File: src/rtl/mru_pkg.sv
// Shared types for the MRU button arbiter: button count, button index
// type, arbiter FSM states and a small index-to-onehot helper.
package mru_pkg;

    localparam int NUM_BTN = 4;

    typedef logic [1:0] btn_id_t;

    typedef enum logic [1:0] {
        ST_IDLE    = 2'd0,
        ST_QUALIFY = 2'd1,
        ST_ISSUE   = 2'd2,
        ST_RELEASE = 2'd3
    } arb_state_t;

    function automatic logic [NUM_BTN-1:0] id2onehot(input btn_id_t id);
        return NUM_BTN'(1) << id;
    endfunction

endpackage

File: src/rtl/mru_rr_pick.sv
// Combinational round-robin picker: the first asserted request at or
// after ptr+1 (mod NUM_BTN) wins.
module mru_rr_pick
    import mru_pkg::*;
(
    input  logic [NUM_BTN-1:0] req,
    input  btn_id_t            ptr,
    output btn_id_t            gnt_id,
    output logic               any_req
);

    btn_id_t idx;

    always_comb begin
        gnt_id  = '0;
        any_req = 1'b0;
        idx     = '0;
        for (int i = 0; i < NUM_BTN; i++) begin
            idx = ptr + btn_id_t'(i + 1);
            if (req[idx] && !any_req) begin
                gnt_id  = idx;
                any_req = 1'b1;
            end
        end
    end

endmodule

File: src/rtl/mru_button_arbiter.sv
// Qualifies a held button over HOLD_TICKS timer ticks and offers exactly
// one use event per continuous hold over a valid/ready handshake.
module mru_button_arbiter
    import mru_pkg::*;
#(
    parameter int unsigned HOLD_TICKS = 2
) (
    input  logic               clk,
    input  logic               rst,
    input  logic               tick,
    input  logic               b1,
    input  logic               b2,
    input  logic               b3,
    input  logic               b4,
    input  logic               use_ready,
    output logic               use_valid,
    output btn_id_t            use_id,
    output logic [NUM_BTN-1:0] use_onehot,
    output logic               busy
);

    localparam logic [3:0] HOLD_CNT = 4'(HOLD_TICKS);

    arb_state_t         state_q;
    logic [3:0]         cnt_q;
    logic [3:0]         cnt_d;
    btn_id_t            cand_q;
    btn_id_t            ptr_q;
    logic               valid_q;
    btn_id_t            id_q;
    logic               busy_q;

    logic [NUM_BTN-1:0] btn;
    btn_id_t            win_id;
    logic               any_btn;
    logic               cand_held;

    assign btn       = {b4, b3, b2, b1};
    assign cand_held = btn[cand_q];
    assign cnt_d     = cnt_q + 4'd1;

    mru_rr_pick u_pick (
        .req     (btn),
        .ptr     (ptr_q),
        .gnt_id  (win_id),
        .any_req (any_btn)
    );

    // ptr resets to 3 so the first search starts at b1.
    always_ff @(posedge clk or negedge rst) begin
        if (!rst) begin
            state_q <= ST_IDLE;
            cnt_q   <= '0;
            cand_q  <= '0;
            ptr_q   <= 2'd3;
            valid_q <= 1'b0;
            id_q    <= '0;
            busy_q  <= 1'b0;
        end else begin
            case (state_q)
                ST_IDLE: begin
                    if (any_btn) begin
                        cand_q  <= win_id;
                        cnt_q   <= '0;
                        busy_q  <= 1'b1;
                        state_q <= ST_QUALIFY;
                    end
                end
                ST_QUALIFY: begin
                    // A dropped candidate beats a coincident tick.
                    if (!cand_held) begin
                        busy_q  <= 1'b0;
                        state_q <= ST_IDLE;
                    end else if (tick) begin
                        cnt_q <= cnt_d;
                        if (cnt_d == HOLD_CNT) begin
                            valid_q <= 1'b1;
                            id_q    <= cand_q;
                            state_q <= ST_ISSUE;
                        end
                    end
                end
                ST_ISSUE: begin
                    if (use_ready) begin
                        ptr_q   <= cand_q;
                        valid_q <= 1'b0;
                        id_q    <= '0;
                        state_q <= ST_RELEASE;
                    end
                end
                ST_RELEASE: begin
                    if (!cand_held) begin
                        busy_q  <= 1'b0;
                        state_q <= ST_IDLE;
                    end
                end
                default: begin
                    busy_q  <= 1'b0;
                    valid_q <= 1'b0;
                    id_q    <= '0;
                    state_q <= ST_IDLE;
                end
            endcase
        end
    end

    assign use_valid  = valid_q;
    assign use_id     = id_q;
    assign use_onehot = valid_q ? id2onehot(id_q) : '0;
    assign busy       = busy_q;

endmodule

File: config.mk
export PLATFORM = sky130hd
export DESIGN_NAME = mru_button_arbiter
export DESIGN_NICKNAME = d
export VERILOG_FILES = /design/src/rtl/mru_pkg.sv /design/src/rtl/mru_rr_pick.sv /design/src/rtl/mru_button_arbiter.sv
export SDC_FILE = /design/constraint.sdc
export NUM_CORES = 1
export LEC_CHECK = 0
export CORE_ASPECT_RATIO = 1.5
export CORE_MARGIN = 4
export CORE_UTILIZATION = 35
export CTS_CLUSTER_SIZE = 14
export DETAILED_ROUTE_END_ITERATION = 7
export DONT_BUFFER_PORTS = 1
export PLACE_DENSITY_LB_ADDON = 0.12
export RECOVER_POWER = 25
export SKIP_LAST_GASP = 1
export SLEW_MARGIN = 30
export SYNTH_ARGS = -nofsm -noshare
export SYNTH_HDL_FRONTEND = slang
export SYNTH_SLANG_ARGS = --single-unit
File: constraint.sdc
create_clock -name clk -period 1.8 [get_ports clk]
set_input_delay 0.09 -clock clk [delete_from_list [all_inputs] [get_ports clk]]
set_output_delay 0.09 -clock clk [all_outputs]
set_load 0.02 [all_outputs]
==> impl_metrics.csv <==
group,metric,value,unit
run_status,outcome,"complete, no violations",
worst_setup_path,cp_cell_sequence,"mux4_2, a21oi_2, or3_1, o221ai_1",
floorplan,dieArea,0.00319,mm2
sta,hold_viol,0,
yosys,syn_avg_cell_area,9.61,um2
worst_setup_path,crit_slowest_cell,"mux4_2",
place,portBuffers,0,
sta,fin_ws,0.236,ns
yosys,synth_top_area_cell,"dfrtp_1",
sta,timing.fmax,0.639,GHz
clock_tree,cts.path.max_buffers,2,
yosys,ys_seq_elements,14,
worst_setup_path,cp_slowest_stage_delay,0.56,ns
run,cap_violations,0,
layout,fin_nets,103,
worst_setup_path,cp_num_buf_inv,0,
yosys,ys_types,37,
pwr,peakVddDrop,0.521,mV
floorplan,fp.dieH,67.2,um
yosys,synth_flop_cell,"dfrtp_1",
clock_tree,cts_root_buffer,"clkbuf_4",
yosys,netlist_top_cells_area,"dfrtp_1 37%, dfstp_2 6.4%, nand2b_1 5.4%",
route,firstDrtPassIters,3,
sta,layout_min_cycle_time,1.56,ns
layout,final_util,40.5,%
global_route,antenna_found_initial,0,
global_route,grt_pass1_wl,2820,um
sta,setup_violations,0,
pwr,powerDensity,1520,mW/mm2
clock_tree,post_cts_buffers,0,
sta,maxSlewHeadroom,57.0,%
route,finalWirelength,1730,um
clock_tree,path_clk_slew,0.09,ns
route,drtAntennaViolNets,0,
sta,tightestPinTransition,0.643,ns
pwr,power_leakage,0.000403,uW
worst_setup_path,crit_type,"flip-flop to flip-flop",
yosys,syn_nets,95,
sta,clock-skew-final,0.0105,ns
layout,diodes,0,
clock_tree,clk_latency,0.28,ns
layout,drive_above_1_share,12.0,%
route,first_iter_violations,10,
yosys,synth_most_common_cell,"dfrtp_1",
worst_setup_path,crit_fanout,4,
worst_setup_path,worst_ep_arrival_time,1.71,ns
yosys,synthArstFlopShare,100,%
route,drcViolationCount,0,
clock_tree,numCtsBuffers,3,
global_route,grt_max_degree,15,
layout,final_cells,115,
sta,final.period_utilization,86.9,%
clock_tree,clock_sinks,14,
yosys,synth_top_cell_area_share,36.8,%
worst_setup_path,start_kind,"flip-flop",
clock_tree,cts_tree,"yes",
place,routabilityCongestion,0.705,
place,place_inst,108,
global_route,grt_usage,12.3,%
floorplan,placementRows,21,
layout,regArea,353,um2
floorplan,core,0.00223,mm2
yosys,ys_warn_count,0,
worst_setup_path,worstPathRequired,1.94,ns
layout,nFillCells,226,
global_route,grt_overflow,0,
route,wl_per_cell,15.1,um
floorplan,start_util,36.6,%
yosys,synth_commonest_cells,"12 x dfrtp_1, 9 x nand2_1, 7 x nand2b_1, 5 x a21oi_1, 5 x inv_1",
yosys,syn_inst,85,
floorplan,pin_count,16,
sta,setup_tns,0,ns
yosys,ys_seq_area_share,43.2,%
worst_setup_path,crit_family,"multiplexers",
worst_hold_path,hp-class,"input pin to flip-flop",
layout,multi_input_area,440,um2
yosys,syn_area,817,um2
sta,slew_viol_final,0,
worst_setup_path,reg2reg_slack,0.24,ns
place,dp.final_hpwl,1370,um
place,pre_cts_slack,0.239,ns
route,vias,647,
global_route,grt_pass1_vias,661,
yosys,synth_edf_count,0,
floorplan,die_w,47.5,um
worst_setup_path,crit_path_end_kind,"flip-flop",
layout,area_growth,10.7,%
sta,rsz0062_at_grt,"false",
route,via_per_inst,5.63,
clock_tree,htree_num_levels,1,
[what timing repair did]
item	4_1_cts	5_1_grt
hold buffers	3	0
gates resized for setup	0	0
hold endpoints to repair	16	0
[power by group]
group          internal [uW]  switching (uW)  total [uW]
Combinational            238             309         548
Sequential               448             189         636
Clock                   85.9             101         187
[area by class of cell]
| cell class | instances | area share, % |
|---|---|---|
| timing repair buffer | 4 | 4.15 |
| tap | 23 | 3.18 |
| sequential | 14 | 39.0 |
| inverter | 5 | 2.07 |
| multi-input combinational | 65 | 48.7 |
| clock buffer | 4 | 2.90 |
[placed cells by master (no fill, tap or decap), types with 3 or more instances in the layout]
cell	Yosys	final
a21oi_1	5	5
clkbuf_4	0	3
dfrtp_1	12	12
dlygate4sd3_1	0	3
inv_1	5	5
nand2_1	9	9
nand2b_1	7	7
nand3_1	3	3
nor2_1	4	4
[state kept, by name, indices dropped and copies added (netlist names), named ones only]
| register | count |
|---|---|
| cnt_q | 4 |
| cand_q | 2 |
| ptr_q | 2 |
| use_id | 2 |
| busy | 1 |
| state_q | 1 |
| use_valid | 1 |
[kinds of logic after synthesis]
family,share of synthesized area (%)
xor gates and xnor gates,1.07
and+or+nand+nor,25.1
muxes,3.98
AOI/OAI and AO/OA,20.7
DFF,43.2
buffers and inverters,2.91
adders and majority gates,3.06
[per-stage QoR]
step                      hold slack [ns]  instance area, um2  power [uW]
final                          0.00000469                 905        1370
after global routing               0.0180                 905        1500
after CTS                        0.000570                 905        1400
after detailed placement           -0.205                 848        1200
after global placement             -0.205                 848        1190
after floorplan                    -0.206                 817        1070
[worst paths after layout]
| kind | from | endpoint | cells past startpoint |
|---|---|---|---|
| hold / removal | b3 | cand_q[1]$_DFFE_PN0P_ | 2 |
| setup / recovery | cand_q[0]$_DFFE_PN0P_ | use_id[1]$_DFFE_PN0P_ | 4 |
| max in group asynchronous | rst | use_valid$_DFFE_PN0P_ | 1 |
| min in group asynchronous | rst | cand_q[0]$_DFFE_PN0P_ | 1 |
| setup reg to reg | cand_q[0]$_DFFE_PN0P_ | use_id[1]$_DFFE_PN0P_ | 4 |
| hold reg to reg | ptr_q[0]$_DFFE_PN1P_ | ptr_q[0]$_DFFE_PN1P_ | 2 |
[per-layer routing]
layer	wire (um)	up-vias	share of wire (%)	GRT usage (%)
li1	-	326	-	-
met4	14	0	0.81	4.15
met5	0	-	0	0
met3	66	2	3.8	1.87
met1	711	312	41	13.4
met2	941	7	54	22.7
No activity file was read; power rests on OpenSTA's default activity.
